`config.mk`:
```
export PLATFORM = sky130hd
export DESIGN_NAME = jt8255_periph
export DESIGN_NICKNAME = d
export VERILOG_FILES = /design/src/rtl/jt8255_periph.sv
export SDC_FILE = /design/constraint.sdc
export NUM_CORES = 1
export LEC_CHECK = 0
export ABC_AREA = 0
export CAP_MARGIN = 20
export CORE_UTILIZATION = 35
export DETAILED_ROUTE_END_ITERATION = 12
export SETUP_SLACK_MARGIN = 0.5
export SLEW_MARGIN = 5
export SYNTH_ARGS = -nofsm -noshare
export SYNTH_HDL_FRONTEND = slang
export SYNTH_SLANG_ARGS = --single-unit
```
`constraint.sdc`:
```
create_clock -name clk -period 4.2 [get_ports clk]
set_clock_uncertainty 0.15 [all_clocks]
set_input_delay 1.26 -clock clk [delete_from_list [all_inputs] [get_ports clk]]
set_output_delay 1.26 -clock clk [all_outputs]
set_load 0.05 [all_outputs]
```
`src/rtl/jt8255_periph.sv`:
```
// jt8255_periph
// Peripheral-side handshake engine for jt8255 port A in mode 2 (mode 1 is a
// subset). Two independent FSMs share the port A/C pins:
//   TX: presents a byte on port A, strobes STB, then holds the byte until the
//       CPU has read it (IBF high then low). The PPI samples port A live on a
//       CPU read, so the hold time belongs to this block.
//   RX: watches OBF, pulses ACK and pushes the PPI's port A output into a
//       4-entry first-word-fall-through receive FIFO.
// Ports:
//   rst, clk            asynchronous active-high reset, system clock
//   pa_in  / pc_in      PPI porta_dout / portc_dout (pc_in[7]=OBF_n, pc_in[5]=IBF)
//   pa_out / pc_out     PPI porta_din / portc_din (pc_out[6]=ACK, pc_out[4]=STB)
//   pc_aux              pass-through value for the other port C bits
//   tx_data/valid/ready byte stream towards the CPU
//   rx_data/valid/ready byte stream from the CPU (FIFO head, pop on ready)
//   busy                either FSM outside its idle state
module jt8255_periph #(
    parameter int STB_W = 2,
    parameter int ACK_W = 2
) (
    input  logic       rst,
    input  logic       clk,
    input  logic [7:0] pa_in,
    input  logic [7:0] pc_in,
    output logic [7:0] pa_out,
    output logic [7:0] pc_out,
    input  logic [7:0] pc_aux,
    input  logic [7:0] tx_data,
    input  logic       tx_valid,
    output logic       tx_ready,
    output logic [7:0] rx_data,
    output logic       rx_valid,
    input  logic       rx_ready,
    output logic       busy
);
    typedef enum logic [2:0] {TX_IDLE, TX_SETUP, TX_STB, TX_FULL, TX_DRAIN} tx_state_t;
    typedef enum logic [1:0] {RX_IDLE, RX_SETTLE, RX_ACK, RX_WAIT} rx_state_t;

    logic obf_n;
    logic ibf;
    assign obf_n = pc_in[7];
    assign ibf   = pc_in[5];

    tx_state_t  tx_state_reg, tx_state_next;
    rx_state_t  rx_state_reg, rx_state_next;
    logic [7:0] stb_cnt_reg, stb_cnt_next;
    logic [7:0] ack_cnt_reg, ack_cnt_next;
    logic [7:0] pa_out_reg;
    logic       stb_reg, ack_reg, tx_ready_reg, busy_reg;
    logic       tx_load, rx_push, rx_pop;

    // Receive FIFO storage and pointers
    logic [7:0] mem [0:3];
    logic [1:0] wr_ptr_reg, rd_ptr_reg, rd_ptr_next;
    logic [2:0] count_reg, count_next;
    logic [7:0] rx_data_reg, head_next;
    logic       rx_valid_reg;
    logic       fifo_full;

    assign fifo_full = (count_reg == 3'd4);
    assign rx_pop    = rx_ready && rx_valid_reg;

    // TX next-state logic. Acceptance requires the registered tx_ready so a
    // byte is only taken in a cycle where tx_ready was actually shown.
    always_comb begin
        tx_state_next = tx_state_reg;
        stb_cnt_next  = stb_cnt_reg;
        tx_load       = 1'b0;
        case (tx_state_reg)
            TX_IDLE: begin
                if (tx_valid && tx_ready_reg) begin
                    tx_load       = 1'b1;
                    tx_state_next = TX_SETUP;
                end
            end
            TX_SETUP: begin
                tx_state_next = TX_STB;
                stb_cnt_next  = 8'd0;
            end
            TX_STB: begin
                if (stb_cnt_reg == 8'(STB_W - 1)) tx_state_next = TX_FULL;
                else                               stb_cnt_next  = stb_cnt_reg + 8'd1;
            end
            // Wait for IBF to rise first so a stale IBF=0 is not taken as the read
            TX_FULL:  if (ibf)  tx_state_next = TX_DRAIN;
            TX_DRAIN: if (!ibf) tx_state_next = TX_IDLE;
            default:  tx_state_next = TX_IDLE;
        endcase
    end

    // RX next-state logic. A full FIFO leaves OBF low, which is the backpressure.
    always_comb begin
        rx_state_next = rx_state_reg;
        ack_cnt_next  = ack_cnt_reg;
        rx_push       = 1'b0;
        case (rx_state_reg)
            RX_IDLE: if (!obf_n && !fifo_full) rx_state_next = RX_SETTLE;
            // PPI updates porta_dout one cycle after OBF falls
            RX_SETTLE: begin
                rx_state_next = RX_ACK;
                rx_push       = 1'b1;
                ack_cnt_next  = 8'd0;
            end
            RX_ACK: begin
                if (ack_cnt_reg == 8'(ACK_W - 1)) rx_state_next = RX_WAIT;
                else                               ack_cnt_next  = ack_cnt_reg + 8'd1;
            end
            // Waiting for OBF to return high guarantees one push per CPU write
            RX_WAIT: if (obf_n) rx_state_next = RX_IDLE;
            default: rx_state_next = RX_IDLE;
        endcase
    end

    // FIFO bookkeeping. The head register is refreshed from the post-update
    // view; a push lands on the head only when it goes into the slot that
    // becomes the read slot.
    always_comb begin
        count_next  = count_reg + {2'b00, rx_push} - {2'b00, rx_pop};
        rd_ptr_next = rd_ptr_reg + {1'b0, rx_pop};
        head_next   = (rx_push && (wr_ptr_reg == rd_ptr_next)) ? pa_in : mem[rd_ptr_next];
    end

    always_ff @(posedge clk) begin
        if (rx_push) mem[wr_ptr_reg] <= pa_in;
    end

    always_ff @(posedge clk or posedge rst) begin
        if (rst) begin
            tx_state_reg <= TX_IDLE;
            rx_state_reg <= RX_IDLE;
            stb_cnt_reg  <= 8'd0;
            ack_cnt_reg  <= 8'd0;
            pa_out_reg   <= 8'hff;
            stb_reg      <= 1'b0;
            ack_reg      <= 1'b0;
            tx_ready_reg <= 1'b0;
            busy_reg     <= 1'b0;
            wr_ptr_reg   <= 2'd0;
            rd_ptr_reg   <= 2'd0;
            count_reg    <= 3'd0;
            rx_data_reg  <= 8'd0;
            rx_valid_reg <= 1'b0;
        end else begin
            tx_state_reg <= tx_state_next;
            rx_state_reg <= rx_state_next;
            stb_cnt_reg  <= stb_cnt_next;
            ack_cnt_reg  <= ack_cnt_next;
            if (tx_load) pa_out_reg <= tx_data;
            // Strobes are decoded from the next state so they track the state exactly
            stb_reg      <= (tx_state_next == TX_STB);
            ack_reg      <= (rx_state_next == RX_ACK);
            tx_ready_reg <= (tx_state_next == TX_IDLE);
            busy_reg     <= (tx_state_next != TX_IDLE) || (rx_state_next != RX_IDLE);
            wr_ptr_reg   <= wr_ptr_reg + {1'b0, rx_push};
            rd_ptr_reg   <= rd_ptr_next;
            count_reg    <= count_next;
            rx_data_reg  <= head_next;
            rx_valid_reg <= (count_next != 3'd0);
        end
    end

    // Port C: ACK on bit 6, STB on bit 4, everything else passes pc_aux through
    for (genvar gi = 0; gi < 8; gi++) begin : g_pc
        if (gi == 6) begin : g_ack
            assign pc_out[gi] = ack_reg;
        end else if (gi == 4) begin : g_stb
            assign pc_out[gi] = stb_reg;
        end else begin : g_aux
            assign pc_out[gi] = pc_aux[gi];
        end
    end

    assign pa_out   = pa_out_reg;
    assign tx_ready = tx_ready_reg;
    assign rx_data  = rx_data_reg;
    assign rx_valid = rx_valid_reg;
    assign busy     = busy_reg;

    logic unused_pins;
    assign unused_pins = ^{pc_in[6], pc_in[4:0], pc_aux[6], pc_aux[4]};
endmodule
```
# Yosys cells after proc, flatten, opt, wreduce, memory -nomap -nowiden
# Memory sizes are Yosys's and may differ from the RTL's. A register that Yosys moved wholly into a read port is not among the register bits.
# Index checks and enable logic that the tools add are counted.
# totals
register_bits	41
mem_bits_rw	32
in_bits	36
elab_cells	68
mem_count	1
# mem_list
memory	words	word_bits	read_ports	rd_clocked_by_memory_dff	wr	line_no	text
mem	4	8	1	1	1	53	logic [7:0] mem [0:3];
# op_classes
addsub	6
n_eq_ne	14
n_mux	18
n_reduce_logical	16
# ops
operator	n
8-bit case mux with 2 select lines	2
8-bit by 1-bit adder with 8-bit output (second input constant)	2
8-bit by 1-bit == test with 1-bit output (second input constant)	2
8-bit two-way mux	2
3-bit case mux with 5 select lines	1
3-bit two-way mux	4
3-bit by 2-bit == test with 1-bit output (second input constant)	3
2-bit case mux with 4 select lines	1
2-bit == test (second input constant)	3
3-bit == test (second input constant)	2
3-bit logical NOT	2
2-bit two-way mux	3
2-bit nonzero test	3
3-bit nonzero test	2
1-bit two-way mux	5
2-bit by 1-bit adder with 2-bit output	2
2-bit != test (second input constant)	2
2-bit AND reduction	2
3-bit by 1-bit adder with 3-bit output	1
3-bit by 1-bit == test with 1-bit output (second input constant)	1
1-bit logical AND	3
3-bit by 1-bit subtractor with 3-bit output	1
2-bit by 1-bit == test with 1-bit output (second input constant)	1
1-bit logical NOT	2
other kinds (2)	2

# Longest topological paths before layout
# Gate-level depths: netlist (run 1).
# logic_depth
ltp_word	7
ltp_mapped	9
depth_no_buf	9

# Worst setup path after synthesis (run 1)
# No wires, ideal clock.
# synth_path
path_kind	input to register
from	in rx_ready
to	reg rx_valid_reg (netlist: rx_valid)
setup_time_ps	131
arrival_ps	2805
t_required_ps	3919
path_slack_ps	1114
path_stages	9
cell_sequence	and2_1 ha_1 inv_1 ha_1 inv_1 fa_1 xnor2_1 xnor2_1 or3_1
# synth_via
elab_chain_cells	3
# synth_lines
item	line_no	text
start, declared	33	input logic rx_ready,
1-bit logical AND	61	assign rx_pop = rx_ready && rx_valid_reg;
3-bit by 1-bit subtractor with 3-bit output	118	count_next = count_reg + {2'b00, rx_push} - {2'b00, rx_pop};
named net count_next[2]	55	logic [2:0] count_reg, count_next;
3-bit nonzero test	158	rx_valid_reg <= (count_next != 3'd0);
end signal, assigned	158	
end, declared	57	logic rx_valid_reg;
# The timed path passes the listed nets, and every way through them passes these cells.
# A chain may end at the register's enable or synchronous reset.

# Final worst setup path (run 1)
# layout_path
from	in rx_ready
to	reg rx_data_reg[6] (netlist: rx_data[6]) (read register of mem)
# layout_via
elab_chain_cells	2
# layout_lines
item	line_no	text
1-bit logical AND	61	
2-bit by 1-bit adder with 2-bit output	119	rd_ptr_next = rd_ptr_reg + {1'b0, rx_pop};
named net rd_ptr_next[0]	54	logic [1:0] wr_ptr_reg, rd_ptr_reg, rd_ptr_next;
end, declared	56	logic [7:0] rx_data_reg, head_next;
# The timed path passes the listed nets, and every way through them passes these cells.

==> run_results.csv, run 1 <==
group,metric,value,unit
run_status,run_status,"finished clean",
detailed_routing,ant_nets,0,
detailed_routing,drt-initial-drc-count,79,
cells_and_area,drive_gt1_share,17.6,%
floorplanning,rows,36,
timing,whs,0.382,ns
timing,layout_min_cycle_time,3.31,ns
clock_network,post_cts_buffers,0,
clock_network,cts_buffers,9,
worst_hold_path,hold_class,"reg -> reg",
synthesis,syn-num-nets,297,
timing,setup_viol,0,
timing,hold_viol_final,0,
clock_network,clkLatencyLatePin,0.35,ns
grt,grt_pass1_wl,9980,um
cells_and_area,largest-register,"mem",
timing,worst_slack,0.894,ns
cells_and_area,nFillCells,881,
floorplanning,core,0.00986,mm2
grt,grt_pass1_vias,2028,
floorplanning,initial_utilization,36.3,%
timing,tightest_slew,0.807,ns
place,place_congestion,0.769,
floorplanning,pin_count,63,
setup_path,crit_arrival,3.40,ns
cells_and_area,final_common_cell,"clkdlybuf4s50_1",
setup_path,crit_path_max_fanout,10,
cells_and_area,area_growth,21.3,%
clock_network,cts_tree,"done",
timing,max_freq,302,MHz
place,hpwlAfterDp,4290,um
grt,grtUsageTotal,12.9,%
cells_and_area,largest_reg_flops,32,
synthesis,synth_area_per_cell,14.2,um2
synthesis,ys_types,42,
clock_network,cts_root_buf,"clkbuf_8",
floorplanning,die_width,103,um
timing,rsz0062_at_grt,"no",
detailed_routing,vias_per_cell,4.91,
power_and_ir_drop,vdd_drop_max,0.000294,V
timing,fin_crit_sh,78.7,%
grt,grt_overflow,0,
cells_and_area,num_antenna_cells,0,
synthesis,ys.flop_type,"dfrtp_1",
detailed_routing,routedWlPerCell,14.6,um
grt,grt_max_degree,28,
grt,antenna_found_initial,0,
synthesis,yosysSeqAreaShare,61.3,%
clock_network,clock-sinks,81,
detailed_routing,drcViolationCount,0,
floorplanning,dieArea,0.0107,mm2
clock_network,ctsHoldBuffers,0,
power_and_ir_drop,p_leak,1.69,nW
detailed_routing,via_count,2133,
synthesis,ys_warn_count,0,
synthesis,synth-seq-cells,81,
clock_network,clk_path_buf_depth,2,
clock_network,htreeDepth,3,
detailed_routing,drt_wl_total,6350,um
setup_path,end_kind,"flip-flop",
cells_and_area,mostFrequentLayoutCells,"42 x clkdlybuf4s50_1, 41 x dfrtp_1, 32 x edfxtp_1",
setup_path,start_kind,"input pin",
floorplanning,die_h,103,um
synthesis,syn_area,0.00358,mm2
place,place_ws,0.486,ns
timing,relSlewSlack,46.0,%
place,port_buffers,42,
setup_path,path_class,"in -> reg",
synthesis,synthCells,252,
synthesis,async_flop_share,60.5,%
synthesis,synth_edf_count,32,
setup_path,cp_data_required_time,4.29,ns
cells_and_area,nNetsFinal,341,
clock_network,cts_resized,0,
timing,setup_tns,0,ns
flow_run,cap_violations,0,
detailed_routing,dr.pass1.iters,4,
clock_network,clk_pin_slew_worst_paths,0.09,ns
timing,maxSlewViolCount,0,
power_and_ir_drop,powerDensity,754,mW/mm2
## worst paths after layout
path / slack [ns] / cells past startpoint / from / endpoint
worst max-delay path: 0.89 / 5 / rx_ready / rx_data[6]
worst min-delay path: 0.38 / 1 / ack_cnt_reg[6] / ack_cnt_reg[6]
worst max register to register: 1.79 / 9 / rx_state_reg[1] / rx_valid
worst min register to register: 0.38 / 1 / ack_cnt_reg[6] / ack_cnt_reg[6]
max in group asynchronous: 2.27 / 3 / rst / count_reg[0]
min in group asynchronous: 1.00 / 2 / rst / rx_data[6]
## synthesized netlist by cell type, types with 4 or more instances
cell type	number	area (um2)
a21oi_1	6	30.0
a31oi_1	4	25.0
buf_4	9	67.6
dfrtp_1	41	1030
dfstp_2	8	210
edfxtp_1	32	961
ha_1	8	100
inv_1	9	33.8
mux2_2	16	180
mux2i_1	7	70.1
mux4_1	8	210
nand2_1	16	60.1
nand3_1	8	40.0
nor2_1	18	67.6
nor3_1	5	25.0
nor3b_1	4	30.0
o21ai_0	7	35.0
xnor2_1	9	78.8
## power by group
group | internal (mW) | leakage [nW] | switching, mW
Combinational | 0.582 | 0.701 | 0.778
Clock | 0.346 | 0.117 | 0.306
Sequential | 1.07 | 0.875 | 0.197
Total | 2.00 | 1.69 | 1.28
## through the flow
stage / power, mW / std cells / utilization [%] / cell area [um2]
2_1_floorplan: 2.31 / 252 / - / 3580
3_3_place_gp: 2.63 / 418 / 41.7 / 4120
3_5_place_dp: 2.67 / 418 / 41.7 / 4120
4_1_cts: 3.32 / 434 / 44.1 / 4350
5_1_grt: 3.48 / 434 / 44.1 / 4350
6_report: 3.28 / 434 / 44.1 / 4350
## kinds of logic after synthesis
group / share of synthesized area (%)
compound gates: 5.06
xor+xnor: 3.21
fa+ha+maj: 3.35
buf+inv: 3.42
flops: 61.3
mux: 12.8
simple gates: 10.8
## metal layers
metal,routed length (um),global-route usage [%]
met2,3000,20.3
met5,0,0
met1,2970,16.7
met4,96,5.96
met3,291,3.56
## area by class of cell
type / count / area (um2) / share of cell area [%]
flip-flops and latches: 81 / 2200 / 50.5
multi-input cells: 148 / 1260 / 29.1
repair buffers: 46 / 450 / 10.4
well taps: 133 / 166 / 3.83
clock buffers: 9 / 124 / 2.85
clock inverters: 7 / 106 / 2.45
inverters: 10 / 37.5 / 0.864
## critical path, cell delays in order
cell and delay, ns:
clkdlybuf4s50_1 0.40, and2_1 0.19, ha_1 0.63, mux4_1 0.64
mux2_2 0.28
Note: power is estimated with default switching activity, not from simulation.
==> inputs of run 2 (changes only) <==
Clock period 4.2 ns to 3 ns, I/O delays scaled along.
==> run_results.csv, run 2 (synthesis gave the netlist of run 1 again) <==
group,metric,value,unit
place,hpwlAfterDp,4210,um
detailed_routing,drt_wl_total,6300,um
cells_and_area,drive_gt1_share,22.9,%
detailed_routing,vias_per_cell,4.84,
power_and_ir_drop,powerDensity,1050,mW/mm2
grt,grt_pass1_vias,2117,
floorplanning,initial_utilization,36.3,%
grt,grt_overflow,0,
cells_and_area,largest-register,"mem",
detailed_routing,drcViolationCount,0,
setup_path,slowest_delay,0.35,ns
timing,hold_viol_final,0,
flow_run,cap_violations,0,
timing,fin_crit_sh,82.7,%
timing,max_freq,403,MHz
clock_network,cts_root_buf,"clkbuf_8",
floorplanning,dieArea,0.0107,mm2
cells_and_area,nNetsFinal,346,
detailed_routing,drt-initial-drc-count,64,
floorplanning,core,0.00986,mm2
cells_and_area,area_growth,22.9,%
power_and_ir_drop,internal-power,2.77,mW
setup_path,path_class,"in -> reg",
grt,grt_pass1_wl,10100,um
clock_network,post_cts_buffers,0,
setup_path,cp_data_required_time,3.08,ns
power_and_ir_drop,power_frac_seq,38.4,%
timing,worst_slack,0.519,ns
clock_network,cts_tree,"done",
clock_network,clock-sinks,81,
setup_path,end_kind,"flip-flop",
timing,tightest_slew,0.586,ns
place,port_buffers,42,
setup_path,cpMaxStageDelayCell,"or3_1",
setup_path,crit_arrival,2.56,ns
cells_and_area,num_antenna_cells,0,
grt,grt_max_degree,50,
clock_network,htreeDepth,3,
floorplanning,die_h,103,um
floorplanning,pin_count,63,
timing,setup_tns,0,ns
power_and_ir_drop,switching_share,40.1,%
timing,rsz0062_at_grt,"yes",
worst_hold_path,hold_class,"reg -> reg",
setup_path,worstPathCellList,"clkbuf_2, and2_4, ha_4, inv_2, ha_4, inv_2, fa_2, xnor2_2, xnor2_2, or3_1",
clock_network,clkLatencyLatePin,0.35,ns
clock_network,clk_pin_slew_worst_paths,0.09,ns
power_and_ir_drop,vdd_drop_max,0.000498,V
power_and_ir_drop,comb_power_share,43.6,%
power_and_ir_drop,p_sw,1.85,mW
cells_and_area,final_common_cell,"dfrtp_1",
timing,layout_min_cycle_time,2.48,ns
grt,grtUsageTotal,12.8,%
timing,maxSlewViolCount,0,
setup_path,crit_path_max_fanout,2,
clock_network,cts_buffers,9,
place,place_ws,-0.179,ns
cells_and_area,mostFrequentLayoutCells,"41 x dfrtp_1, 32 x edfxtp_1, 20 x clkdlybuf4s50_1",
detailed_routing,ant_nets,0,
detailed_routing,routedWlPerCell,14.4,um
clock_network,clk_path_buf_depth,2,
timing,setup_viol,0,
detailed_routing,dr.pass1.iters,4,
detailed_routing,via_count,2125,
run_status,run_status,"finished clean",
setup_path,start_kind,"input pin",
cells_and_area,largest_reg_flops,32,
timing,relSlewSlack,60.6,%
power_and_ir_drop,p_leak,1.74,nW
place,place_congestion,0.747,
floorplanning,rows,36,
floorplanning,die_width,103,um
grt,antenna_found_initial,0,
power_and_ir_drop,clkPwrFrac,18.0,%
-- run 2: cell types whose count changed in the layout (fill, tap and decap cells not counted), sizes merged --
| cell | before | now |
|---|---|---|
| dlygate4sd2 | 0 | 15 |
| clkinvlp | 0 | 2 |
| clkinv | 1 | 0 |
| buf | 4 | 9 |
| bufinv | 2 | 1 |
| clkdlybuf4s15 | 0 | 5 |
| clkbuf | 9 | 11 |
| clkdlybuf4s50 | 42 | 20 |
-- run 2: final cells by class --
class / count / area (um2)
flip-flops and latches: 81 / 2200
clock inverters: 7 / 82.6
clock buffers: 9 / 124
multi-input cells: 148 / 1310
well taps: 133 / 166
inverters: 10 / 37.5
repair buffers: 51 / 484
fillers: 886 / 5460
-- run 2: path summary, 6_finish.rpt --
| kind | start | end | slack [ns] | cells after the start |
|---|---|---|---|---|
| max in group asynchronous | rst | pa_out[0] | 1.67 | 3 |
| setup reg to reg | rx_state_reg[1] | rx_valid | 0.63 | 9 |
| hold reg to reg | ack_cnt_reg[6] | ack_cnt_reg[6] | 0.39 | 1 |
| setup / recovery | rx_ready | rx_valid | 0.52 | 10 |
| hold / removal | ack_cnt_reg[6] | ack_cnt_reg[6] | 0.39 | 1 |
| min in group asynchronous | rst | rx_data[6] | 0.75 | 3 |
-- run 2: power by group through the flow --
stage,registers [mW],logic [mW],clock network (mW)
2_1_floorplan,2.16,1.10,0
3_3_place_gp,1.79,2.02,0
3_5_place_dp,1.80,2.06,0
4_1_cts,1.77,2.01,0.857
5_1_grt,1.82,2.19,0.904
6_report,1.77,2.01,0.829
-- run 2: layer usage --
layer / share of wire (%) / track usage (%)
met5: 0 / 0
met4: 1.2 / 4.77
met3: 5.0 / 3.97
met2: 48 / 21.1
met1: 46 / 15.7
-- run 2: critical path: cells and delay by family --
| kind | cells | cell delay [ns] |
|---|---|---|
| XOR/XNOR | 2 | 0.32 |
| buffers and inverters | 3 | 0.17 |
| AND/OR/NAND/NOR | 2 | 0.49 |
| adder cells (fa/ha/maj) | 3 | 0.68 |
-- run 2: metrics by stage --
stage / area (um2) / hold slack, ns / total power, mW / utilization, % / std cells
after floorplan: 3590 / 0.333 / 3.26 / - / 252
after global placement: 4180 / 0.367 / 3.81 / 42.4 / 423
after detailed placement: 4180 / 0.379 / 3.86 / 42.4 / 423
after CTS: 4400 / 0.393 / 4.64 / 44.6 / 439
after global routing: 4400 / 0.410 / 4.92 / 44.6 / 439
final: 4400 / 0.394 / 4.62 / 44.6 / 439
-- run 2: repair_timing --
item                       CTS  global route
hold buffers                 0             0
setup endpoints to repair   31             8
pin swaps                    5             5
gates resized for setup     28            11
==> inputs of run 3 (changes only) <==
Clock period 3 ns to 2.02 ns, I/O delays scaled along.
==> run_results.csv, run 3 (synthesis gave the netlist of run 1 again) <==
group,metric,value,unit
timing,worst_slack,-0.182,ns
clock_network,cts_buffers,9,
worst_hold_path,hold_class,"reg -> reg",
floorplanning,die_width,103,um
timing,max_freq,454,MHz
timing,setup_viol,10,
cells_and_area,area_growth,47.1,%
detailed_routing,ant_nets,0,
floorplanning,rows,36,
flow_run,cap_violations,0,
grt,grt_pass1_vias,2361,
detailed_routing,via_count,2318,
floorplanning,core,0.00986,mm2
clock_network,clk_path_buf_depth,2,
setup_path,crit_path_max_fanout,5,
detailed_routing,dr.pass1.iters,4,
timing,fin_crit_sh,109,%
setup_path,r2r_start,"rx_valid",
setup_path,cp_data_required_time,2.11,ns
setup_path,crit_start,"rx_valid",
grt,antenna_found_initial,0,
detailed_routing,vias_per_cell,4.81,
cells_and_area,nNetsFinal,389,
cells_and_area,largest-register,"mem",
setup_path,end_kind,"flip-flop",
timing,layout_min_cycle_time,2.20,ns
timing,rsz0062_at_grt,"yes",
power_and_ir_drop,comb_power_share,52.9,%
place,place_area,0.00443,mm2
timing,tightest_slew,0.400,ns
place,port_buffers,42,
worst_hold_path,whs_endpoint,"ack_cnt_reg[2]",
cells_and_area,drive_gt1_share,52.7,%
timing,relSlewSlack,73.3,%
power_and_ir_drop,power,8.60,mW
setup_path,path_class,"reg -> reg",
power_and_ir_drop,switching_share,37.3,%
clock_network,cts_root_buf,"clkbuf_8",
clock_network,cts_tree,"done",
setup_path,r2r_end,"rx_data[3]",
run_status,run_status,"finished with violations",
floorplanning,pin_count,63,
floorplanning,initial_utilization,36.3,%
worst_hold_path,min_from,"ack_cnt_reg[2]",
floorplanning,dieArea,0.0107,mm2
clock_network,clock-sinks,81,
power_and_ir_drop,internal-power,5.39,mW
power_and_ir_drop,p_sw,3.21,mW
power_and_ir_drop,power_frac_seq,31.7,%
clock_network,clk_pin_slew_worst_paths,0.09,ns
timing,maxSlewViolCount,0,
worst_hold_path,holdPathStages,1,
cells_and_area,num_antenna_cells,0,
power_and_ir_drop,p_leak,2.12,nW
power_and_ir_drop,powerDensity,1630,mW/mm2
setup_path,crit_arrival,2.29,ns
grt,grtUsageTotal,14.3,%
setup_path,start_kind,"flip-flop",
detailed_routing,drcViolationCount,0,
setup_path,ff2ff_path_depth,7,
floorplanning,die_h,103,um
clock_network,clkLatencyLatePin,0.36,ns
cells_and_area,largest_reg_flops,32,
clock_network,htreeDepth,3,
place,place_congestion,0.753,
detailed_routing,drt_wl_total,7220,um
cells_and_area,mostFrequentLayoutCells,"32 x edfxtp_1, 31 x dfrtp_1, 31 x buf_4",
power_and_ir_drop,clkPwrFrac,15.4,%
timing,whs,0.388,ns
grt,grt_pass1_wl,11200,um
cells_and_area,final_common_cell,"edfxtp_1",
timing,hold_viol_final,0,
detailed_routing,routedWlPerCell,15.0,um
cells_and_area,fin_area,0.00527,mm2
place,hpwlAfterDp,4510,um
grt,grt_max_degree,50,
grt,grt_overflow,0,
run_status,violations,"negative setup slack",
timing,setup_tns,-1.71,ns
power_and_ir_drop,vdd_drop_max,0.000624,V
detailed_routing,drt-initial-drc-count,44,
setup_path,r2r_slack,-0.18,ns
[run 3: cell count changes in the layout (fill, tap and decap cells not counted), moves of 10 or more]
cell,before,now
buf_6,0,25
buf_4,7,31
dlygate4sd2_1,15,0
mux2_2,15,2
mux2_4,1,14
buf_12,2,14
dfrtp_1,41,31
dfrtp_2,0,10
[run 3: cell type report]
class	count	area, um2
clock buffer	9	124
clock inverter	7	103
fill	792	4590
inverter	10	46.3
multi-input combinational	148	1580
sequential	81	2210
tap	133	166
timing repair buffer	94	1040
[run 3: through the flow]
stage	instances	setup WS [ns]	util [%]
2_1_floorplan	252	-0.308	-
3_3_place_gp	432	-0.788	44.9
3_5_place_dp	432	-0.837	44.9
4_1_cts	472	-0.268	51.1
5_1_grt	482	-0.264	53.5
6_report	482	-0.182	53.5
[run 3: what timing repair did]
| action | CTS | global route |
|---|---|---|
| endpoints found under the setup margin | 90 | 94 |
| endpoints found under the hold margin | 0 | 0 |
| setup buffers | 24 | 10 |
| resized for setup | 60 | 40 |
| pin swaps | 20 | 27 |
| hold buffers | 0 | 0 |
[run 3: how the worst max path moves through the flow]
| stage | end | cells after the start |
|---|---|---|
| 5_1_grt | rx_data[5] | 9 |
| 4_1_cts | rx_valid | 9 |
| 3_3_place_gp | rx_valid | 10 |
| 6_report | rx_data[3] | 7 |
| 3_5_place_dp | rx_valid | 10 |
| 2_1_floorplan | rx_valid | 9 |
[run 3: metal layers]
layer  vias up  GRT usage (%)  wire (um)
met5         -              0          0
met4         0           8.13        167
met3        11           3.36        246
met2        46           23.9       3720
met1      1165           16.9       3090
li1       1096              -          -
[run 3: power by group through the flow]
stage	clock network (mW)	logic, mW	registers [mW]
after floorplan	0	1.75	3.24
final	1.32	4.55	2.72
after detailed placement	0	3.40	2.72
after global placement	0	3.34	2.70
after global routing	1.43	4.87	2.78
after CTS	1.36	4.16	2.69
[run 3: worst max-delay path, cell delays in order (launching register included)]
cell and delay, ns:
dfrtp_2 0.41, and2_4 0.15, buf_6 0.11, buf_6 0.11
ha_4 0.27, buf_8 0.13, mux4_2 0.49, mux2_4 0.26
